## config.mk

```make
export PLATFORM = sky130hd
export DESIGN_NAME = display_arbiter
export DESIGN_NICKNAME = d
export VERILOG_FILES = /design/src/rtl/disp_arb_pkg.sv /design/src/rtl/disp_hold_timer.sv /design/src/rtl/display_arbiter.sv
export SDC_FILE = /design/constraint.sdc
export NUM_CORES = 1
export LEC_CHECK = 0
export CAP_MARGIN = 30
export CORE_ASPECT_RATIO = 1.2
export CORE_MARGIN = 3
export CORE_UTILIZATION = 46
export DETAILED_ROUTE_END_ITERATION = 12
export HOLD_SLACK_MARGIN = 0.08
export PLACE_DENSITY = 0.82
export SYNTH_ARGS = -nofsm -noshare
export SYNTH_HDL_FRONTEND = slang
export SYNTH_SLANG_ARGS = --single-unit
export TNS_END_PERCENT = 5
```

## constraint.sdc

```tcl
create_clock -name clk -period 2.7 [get_ports clk]
set_input_delay 0.27 -clock clk [delete_from_list [all_inputs] [get_ports clk]]
set_output_delay 0.27 -clock clk [all_outputs]
set_load 0.02 [all_outputs]
```

## src/rtl/disp_arb_pkg.sv

```systemverilog
// Shared types for the display arbiter.
//   disp_word_t : four hex digits {d3,d2,d1,d0}, d3 is the leftmost digit
//   arb_state_t : IDLE (background shown) / SHOW (overlay latched)
//   id_w()      : source-id width for a given source count (at least 1 bit)
package disp_arb_pkg;

  typedef struct packed {
    logic [3:0] d3;
    logic [3:0] d2;
    logic [3:0] d1;
    logic [3:0] d0;
  } disp_word_t;

  typedef enum logic {IDLE, SHOW} arb_state_t;

  function automatic int id_w(input int n);
    return (n > 1) ? $clog2(n) : 1;
  endfunction

  localparam int N_REQ_DEF = 3;
  typedef logic [id_w(N_REQ_DEF)-1:0] src_id_t;

endpackage

```

## src/rtl/disp_hold_timer.sv

```systemverilog
// Restartable modulo-LIMIT counter with terminal-count flag.
// Ports:
//   clk   in  clock
//   clear in  async active-high reset (count -> 0)
//   load  in  restart count at 0 (wins over en)
//   en    in  advance count this edge; wraps to 0 after LIMIT-1
//   tc    out high while count == LIMIT-1
module disp_hold_timer #(
  parameter int LIMIT = 8
) (
  input  logic clk,
  input  logic clear,
  input  logic load,
  input  logic en,
  output logic tc
);

  localparam int W = (LIMIT > 1) ? $clog2(LIMIT) : 1;
  localparam logic [W-1:0] LAST = W'(LIMIT - 1);

  logic [W-1:0] r_cnt;

  always_ff @(posedge clk or posedge clear) begin
    if (clear)     r_cnt <= '0;
    else if (load) r_cnt <= '0;
    else if (en)   r_cnt <= (r_cnt == LAST) ? '0 : r_cnt + 1'b1;
  end

  assign tc = (r_cnt == LAST);

endmodule

```

## src/rtl/display_arbiter.sv

```systemverilog
// Shares the 4-digit 7-seg display between the background source (index 0)
// and N_REQ-1 overlay requesters. Highest requesting index wins; an overlay
// holds for HOLD_CYCLES cycles unless a higher index preempts it.
// Ports:
//   clk, clear            clock, async active-high reset
//   req[N_REQ]            overlay requests (bit 0 ignored)
//   value[N_REQ][16]      per-source digits {d3,d2,d1,d0}
//   ena[N_REQ][4]         per-source digit enables
//   grant[N_REQ]          one-cycle pulse when a source is latched
//   busy                  overlay on display
//   active_id             source on display (0 = background)
//   digit3..digit0        digits to display_controller
//   enables               digit enables to display_controller
// Config macro DISP_BLINK_EN: overlay enables blink with half-period
// BLINK_DIV cycles, phase restarted "on" at every grant.
module display_arbiter
  import disp_arb_pkg::*;
#(
  parameter int N_REQ       = 3,
  parameter int HOLD_CYCLES = 100_000_000,
  parameter int BLINK_DIV   = 25_000_000
) (
  input  logic                        clk,
  input  logic                        clear,
  input  logic [N_REQ-1:0]            req,
  input  logic [N_REQ-1:0][15:0]      value,
  input  logic [N_REQ-1:0][3:0]       ena,
  output logic [N_REQ-1:0]            grant,
  output logic                        busy,
  output logic [id_w(N_REQ)-1:0]      active_id,
  output logic [3:0]                  digit3,
  output logic [3:0]                  digit2,
  output logic [3:0]                  digit1,
  output logic [3:0]                  digit0,
  output logic [3:0]                  enables
);

  localparam int IDW = id_w(N_REQ);

  if (N_REQ < 2 || HOLD_CYCLES < 2 || BLINK_DIV < 1) begin : g_bad_param
    $error("display_arbiter: parameter out of range");
  end

  arb_state_t       r_state, w_nxt_state;
  disp_word_t       r_word;
  logic [3:0]       r_ena;
  logic [IDW-1:0]   r_id;
  logic [N_REQ-1:0] r_grant;

  logic [N_REQ-1:0] w_req, w_oh;
  logic [IDW-1:0]   w_hi;
  logic             w_any, w_do_grant, w_to_idle, w_hold_tc;
  logic [15:0]      w_sel_word;
  logic [3:0]       w_sel_ena;

  // A source whose grant is still visible has already been served; masking
  // it prevents a double grant while the requester drops its line.
  assign w_req = req & ~r_grant & ~N_REQ'(1);

  always_comb begin
    w_hi       = '0;
    w_any      = 1'b0;
    w_oh       = '0;
    w_sel_word = value[0];
    w_sel_ena  = ena[0];
    for (int i = 1; i < N_REQ; i++) begin
      if (w_req[i]) begin
        w_hi       = IDW'(i);
        w_any      = 1'b1;
        w_oh       = '0;
        w_oh[i]    = 1'b1;
        w_sel_word = value[i];
        w_sel_ena  = ena[i];
      end
    end
  end

  // Grant on any request in IDLE, on a higher index in SHOW, or on any
  // pending request at expiry (no background cycle in between).
  always_comb begin
    w_nxt_state = r_state;
    w_do_grant  = 1'b0;
    w_to_idle   = 1'b0;
    case (r_state)
      IDLE: w_do_grant = w_any;
      SHOW: begin
        w_do_grant = w_any && ((w_hi > r_id) || w_hold_tc);
        w_to_idle  = w_hold_tc && !w_any;
      end
      default: ;
    endcase
    if (w_do_grant)     w_nxt_state = SHOW;
    else if (w_to_idle) w_nxt_state = IDLE;
  end

  always_ff @(posedge clk or posedge clear) begin
    if (clear) r_state <= IDLE;
    else       r_state <= w_nxt_state;
  end

  always_ff @(posedge clk or posedge clear) begin
    if (clear) begin
      r_grant <= '0;
      r_word  <= '0;
      r_ena   <= '0;
      r_id    <= '0;
    end else begin
      r_grant <= w_do_grant ? w_oh : '0;
      if (w_do_grant) begin
        r_word <= w_sel_word;
        r_ena  <= w_sel_ena;
        r_id   <= w_hi;
      end else if (r_state == IDLE || w_to_idle) begin
        r_word <= value[0];
        r_ena  <= ena[0];
        r_id   <= '0;
      end
    end
  end

  // Restarted at every grant, so the sampled count is cycles since grant.
  disp_hold_timer #(.LIMIT(HOLD_CYCLES)) u_hold (
    .clk   (clk),
    .clear (clear),
    .load  (w_do_grant),
    .en    (r_state == SHOW),
    .tc    (w_hold_tc)
  );

`ifdef DISP_BLINK_EN
  logic w_blink_tc;
  logic r_phase;

  disp_hold_timer #(.LIMIT(BLINK_DIV)) u_blink (
    .clk   (clk),
    .clear (clear),
    .load  (w_do_grant),
    .en    (r_state == SHOW),
    .tc    (w_blink_tc)
  );

  always_ff @(posedge clk or posedge clear) begin
    if (clear)                              r_phase <= 1'b1;
    else if (w_do_grant)                    r_phase <= 1'b1;
    else if (r_state == SHOW && w_blink_tc) r_phase <= ~r_phase;
  end

  assign enables = (r_state == SHOW && !r_phase) ? 4'h0 : r_ena;
`else
  assign enables = r_ena;
`endif

  assign grant     = r_grant;
  assign busy      = (r_state == SHOW);
  assign active_id = r_id;
  assign digit3    = r_word.d3;
  assign digit2    = r_word.d2;
  assign digit1    = r_word.d1;
  assign digit0    = r_word.d0;

endmodule

```

==> results by group, run 1 <==
Outcome
  – Status: complete, no violations

Floorplan
  – I/O pin count: 91
  – Total die area: 0.00686 mm²
  – Starting Density: 0.479
  – Die X: 76.1 µm
  – Row count: 30
  – Chip height: 90.2 µm
  – Core ar.: 0.00567 mm²

Final layout
  – Commonest non-fill, non-tap cell in the layout: clkdlybuf4s50_1
  – Syn-to-layout area delta: 38.3%
  – Most frequent cells in the layout: 88 x clkdlybuf4s50_1, 52 x dfrtp_1, 32 x nand2_1
  – Antenna cells: 0
  – Share of layout cells above drive strength 1: 0.0718
  – NumNets Final: 415

Critical path
  – Startpoint types: flop
  – Required time worst endpoint: 2.85 ns
  – WP data arrival: 2.42 ns
  – Critical path type: flop to flop
  – Crit-path max FO: 25
  – Worst setup EP type: flop

Synthesis
  – Async SR Flop Fraction: 1.00
  – Mapped Cells: 262
  – Syn_area_per_cell: 10.4 µm²
  – Synth Warn #: 0
  – Synth Flop Type: dfrtp_1
  – Netlist cell types: 38
  – Largest cells by area after synthesis: dfrtp_1 48%, o221a_1 7.9%, xor2_1 7.4%, o22ai_1 5.1%, nand2_1 4.4%
  – Post-synth EDFFs: 0
  – Area share of the largest cell type after synthesis: 0.479
  – Net count after synthesis: 330
  – Post-synthesis register bit count: 52
  – Sequential share of the synthesized area: 0.479
  – Post-Syn Area: 0.00272 mm²
  – Area leader, netlist: dfrtp_1

Clock network
  – H-tree level count: 2
  – Post-CTS setup buffers: 0
  – TritonCTS clock tree: built
  – Root buf cell: clkbuf_8
  – CTS sink cnt: 52
  – Max Root-Sink Buffers: 2
  – Clk slew on worst S/H paths: 0.10 ns
  – Post-CTS sizing: 0
  – Cts hold-fix bufs: 0
  – Num CTS Buffers: 5
  – Worst-Skew Late Latency: 0.31 ns

Power and ir drop
  – Pleak: 1.53 nW
  – Power Density: 854 mW/mm²
  – VDD IR max: 0.464 mV

STA
  – Layout Skew: 0.00765 ns
  – Post-route setup slack: 0.431 ns
  – Final setup fails: 0
  – Count of pins over their slew limit: 0
  – Slew headroom: 0.372
  – Post-layout min period: 2.27 ns
  – Least-Margin Pin Slew: 0.942 ns
  – Final Cycle Share: 0.840
  – Setup TNS Final: 0 ns
  – Hold Vio Cnt, Final: 0
  – Achievable frequency: 441 MHz
  – RSZ-0062 raised after global routing: false

Placement
  – Placement Setup Slack: 0.241 ns
  – DP HPWL: 4790 µm
  – Gpl congestion: 0.756
  – Port Buf Inserts: 88

Min path
  – Tightest Hold Check Type: primary input to async pin

Global route
  – First-pass GRT wire length: 10800 µm
  – Total track usage: 0.194
  – Largest net degree at the start of global routing: 44
  – Initial antenna violation count: 0
  – Gr ovfl total: 0
  – Vias in the first global route: 2348

Route
  – Via density: 5.42
  – Post-DRT Antenna Nets: 0
  – Detailed Route WL: 6390 µm
  – DR vias: 2321
  – TritonRoute pass-1 iters: 4
  – Iter 0 DRT Violations: 143
  – Routed len/inst: 14.9 µm
  – Drt drc: 0

Run
  – Max-Cap Viols: 0
==> layout make-up <==
cell class / instances / area (µm²)
Sequential cell: 52 / 1300
Multi-Input combinational cell: 188 / 1270
Timing Repair Buffer: 94 / 938
Inverter: 6 / 22.5
Clock buffer: 6 / 82.6
Fill cell: 449 / 1910
Tap cell: 80 / 100
Clock inverter: 2 / 38.8
==> metal layers <==
layer	global-route usage	vias up	share of wire	wire length (µm)
met1	0.218	1097	0.39	2510
met5	0	-	0	0
met4	0.0740	0	0.023	148
li1	-	1118	-	-
met2	0.331	92	0.49	3110
met3	0.0782	14	0.097	618
==> flip-flops by register name, summed over array words and instances (netlist names) <==
register / cells
u_hold.r_cnt: 27
active_id: 2
enables: 4
busy: 1
digit3: 4
digit0: 4
digit1: 4
grant: 2
digit2: 4
==> metrics by stage <==
stage                     total power [mW]  area (µm²)  hold WS, ns   util  std cells
after floorplan                       2.15        2720        0.451      -        262
after global placement                2.63        3630        0.519  0.641        420
after detailed placement              2.66        3630        0.521  0.641        420
after CTS                             3.23        3750        0.260  0.662        428
after global routing                  3.42        3750        0.289  0.662        428
final                                 3.20        3750        0.247  0.662        428
==> where the power goes <==
group          internal [mW]  leakage, nW  total [mW]  switching (mW)
logic                  0.746        0.826        1.55           0.803
clock network          0.303       0.0614       0.565           0.262
registers              0.965        0.640        1.09           0.124
==> worst paths after layout <==
path / startpoint / end / slack, ns / cells past startpoint
max reg2reg: u_hold.r_cnt[0]$_DFFE_PP0P_ / u_hold.r_cnt[23]$_DFFE_PP0P_ / 0.43 / 5
min in group clk: digit3[0]$_DFFE_PP0P_ / digit3[0]$_DFFE_PP0P_ / 0.56 / 1
min: clear / grant[2]$_DFF_PP0_ / 0.25 / 2
min reg2reg: digit3[0]$_DFFE_PP0P_ / digit3[0]$_DFFE_PP0P_ / 0.56 / 1
max: u_hold.r_cnt[0]$_DFFE_PP0P_ / u_hold.r_cnt[23]$_DFFE_PP0P_ / 0.43 / 5
max in group asynchronous: clear / digit2[1]$_DFFE_PP0P_ / 1.89 / 3
==> kinds of logic (layout without fill, tap and decap cells) <==
family,Yosys count,after routing,share of synthesized area
buffers and inverters,22,108,0.0525
flip-flops,52,52,0.479
AND/OR/NAND/NOR,107,107,0.198
XOR/XNOR,25,25,0.0806
multiplexers,1,1,0.00369
adder cells (fa/ha/maj),3,3,0.0138
AO/OA/AOI/OAI,51,51,0.171
other,1,1,0.00138
==> cell usage after synthesis (3+ instances only) <==
library cell	number
nand3_1	15
buf_2	3
and3_1	3
buf_4	3
inv_1	6
clkbuf_1	4
nor2_1	30
xor2_1	23
nand4_1	11
and4_1	3
dfrtp_1	52
o221a_1	19
o22ai_1	22
nand2_1	32
buf_6	6
ha_1	3
==> critical path, cell delays in order (launching register included) <==
cell and delay (ns):
dfrtp_1 0.44, ha_1 0.23, and4_1 0.26, nand4_2 0.20
o31ai_4 0.85, nor2_1 0.14
No activity file was read; power rests on OpenSTA's default activity.
==> inputs of run 2 (changes only) <==
==> constraint.sdc (replaced) <==
create_clock -name clk -period 2.2 [get_ports clk]
set_input_delay 0.22 -clock clk [delete_from_list [all_inputs] [get_ports clk]]
set_output_delay 0.22 -clock clk [all_outputs]
set_load 0.02 [all_outputs]
==> results by group, run 2 (synthesis results as in run 1) <==
Route
  – Routed len/inst: 14.4 µm (-3.7%)
  – Iter 0 DRT Violations: 64 (-55%)
  – Detailed Route WL: 6310 µm (-1.2%)
  – TritonRoute pass-1 iters: 4 (unchanged)
  – Via density: 5.33 (-1.7%)
  – DR vias: 2339 (+0.78%)
  – Post-DRT Antenna Nets: 0 (unchanged)
  – Drt drc: 0 (unchanged)

Final layout
  – Antenna cells: 0 (unchanged)
  – Commonest non-fill, non-tap cell in the layout: clkdlybuf4s50_1
  – Fill count: 435 (-3.1%)
  – NumNets Final: 426 (+2.7%)
  – Largest register by flop count: u_hold.r_cnt
  – Final Core Density: 0.672 (+0.00993)
  – Syn-to-layout area delta: 40.4%
  – Most frequent cells in the layout: 88 x clkdlybuf4s50_1, 52 x dfrtp_1, 32 x nand2_1
  – Share of layout cells above drive strength 1: 0.106 (+0.0340)
  – Largest register FFs: 27 (unchanged)

Critical path
  – Critical-path cell list: ha_1 > and4_4 > nand4_2 > o31ai_4 > nor2_1
  – Worst setup EP type: flop
  – Worst path buffer plus inverter count: 0 (unchanged)
  – Max stage delay on crit path: 0.80 ns (-0.05 ns)
  – Required time worst endpoint: 2.35 ns (-0.50 ns)
  – WP data arrival: 2.18 ns (-0.24 ns)
  – Crit-path max FO: 25 (unchanged)
  – Crit-path slowest cell: o31ai_4
  – Top delay family on crit path: compound AO/OA/AOI/OAI gates
  – Critical path type: flop to flop
  – Startpoint types: flop

Floorplan
  – Die X: 76.1 µm (unchanged)
  – Total die area: 0.00686 mm² (unchanged)
  – I/O pin count: 91 (unchanged)
  – Core ar.: 0.00567 mm² (unchanged)
  – Row count: 30 (unchanged)
  – Chip height: 90.2 µm (unchanged)
  – Starting Density: 0.479 (unchanged)

STA
  – Hold_ws: 0.256 ns (+0.00900 ns)
  – Final setup fails: 0 (unchanged)
  – Setup TNS Final: 0 ns (unchanged)
  – Layout Skew: 0.00638 ns (-0.00127 ns)
  – Least-Margin Pin Slew: 0.970 ns (+0.0288 ns)
  – Slew headroom: 0.353 (-0.0192)
  – RSZ-0062 raised after global routing: false
  – Final Cycle Share: 0.924 (+0.0836)
  – Hold Vio Cnt, Final: 0 (unchanged)
  – Count of pins over their slew limit: 0 (unchanged)
  – Post-layout min period: 2.03 ns (-0.236 ns)
  – Achievable frequency: 492 MHz (+12%)

Clock network
  – Num CTS Buffers: 5 (unchanged)
  – Post-CTS setup buffers: 0 (unchanged)
  – Max Root-Sink Buffers: 2 (unchanged)
  – H-tree level count: 2 (unchanged)
  – Worst-Skew Late Latency: 0.30 ns (about the same)
  – Post-CTS sizing: 0 (unchanged)
  – Cts hold-fix bufs: 0 (unchanged)
  – CTS sink cnt: 52 (unchanged)
  – Root buf cell: clkbuf_8
  – Clk slew on worst S/H paths: 0.10 ns (about the same)
  – TritonCTS clock tree: built

Outcome
  – Status: complete, no violations

Global route
  – Initial antenna violation count: 0 (unchanged)
  – First-pass GRT wire length: 10800 µm (-0.52%)
  – Largest net degree at the start of global routing: 28 (-36%)
  – Vias in the first global route: 2440 (+3.9%)
  – Gr ovfl total: 0 (unchanged)
  – Total track usage: 0.191 (-0.00357)

Placement
  – Gpl congestion: 0.833 (+10%)
  – DP HPWL: 4910 µm (+2.4%)
  – Port Buf Inserts: 88 (unchanged)

Run
  – Max-Cap Viols: 0 (unchanged)

Power and ir drop
  – Power Density: 1020 mW/mm² (+19%)
  – Pleak: 1.57 nW (+2.6%)
  – VDD IR max: 0.759 mV (+64%)

Min path
  – Tightest Hold Check Type: primary input to async pin
[run 2: report_power, final]
group	switching, mW	leakage (nW)	internal [mW]	total [mW]
clock network	0.324	0.0485	0.229	0.552
logic	1.00	0.879	0.988	1.99
registers	0.148	0.640	1.19	1.33
total	1.47	1.57	2.40	3.88
[run 2: path summary, 6_finish.rpt]
kind,from,end,slack [ns],depth (start not counted)
setup / recovery,u_hold.r_cnt[0]$_DFFE_PP0P_,u_hold.r_cnt[20]$_DFFE_PP0P_,0.17,5
hold / removal,clear,digit0[1]$_DFFE_PP0P_,0.26,2
setup reg to reg,u_hold.r_cnt[0]$_DFFE_PP0P_,u_hold.r_cnt[20]$_DFFE_PP0P_,0.17,5
hold reg to reg,u_hold.r_cnt[26]$_DFFE_PP0P_,u_hold.r_cnt[26]$_DFFE_PP0P_,0.56,2
max in group asynchronous,clear,u_hold.r_cnt[9]$_DFFE_PP0P_,1.33,3
min in group clk,value[13],digit3[1]$_DFFE_PP0P_,0.54,2
[run 2: final cells by class]
class	count	area, µm²	share of cell area
Multi-Input combinational cell	188	1270	0.335
Inverter	6	22.5	0.00591
Clock inverter	3	22.5	0.00591
Timing Repair Buffer	105	1020	0.268
Clock buffer	5	68.8	0.0181
Sequential cell	52	1300	0.341
Tap cell	80	100	0.0263
[run 2: through the flow]
step	cells	setup WS [ns]	power [mW]	instance area, µm²
after global placement	431	0.0448	3.30	3720
after CTS	439	0.0814	3.92	3810
after detailed placement	431	0.00876	3.36	3720
after global routing	439	0.00183	4.15	3810
final	439	0.167	3.88	3810
after floorplan	262	0.0466	2.64	2720
[run 2: routing by layer]
metal,global-route usage,vias up,wire length (µm)
met5,0,-,0
li1,-,1142,-
met1,0.211,1107,2480
met2,0.344,81,3240
met4,0.0619,0,124
met3,0.0621,9,461
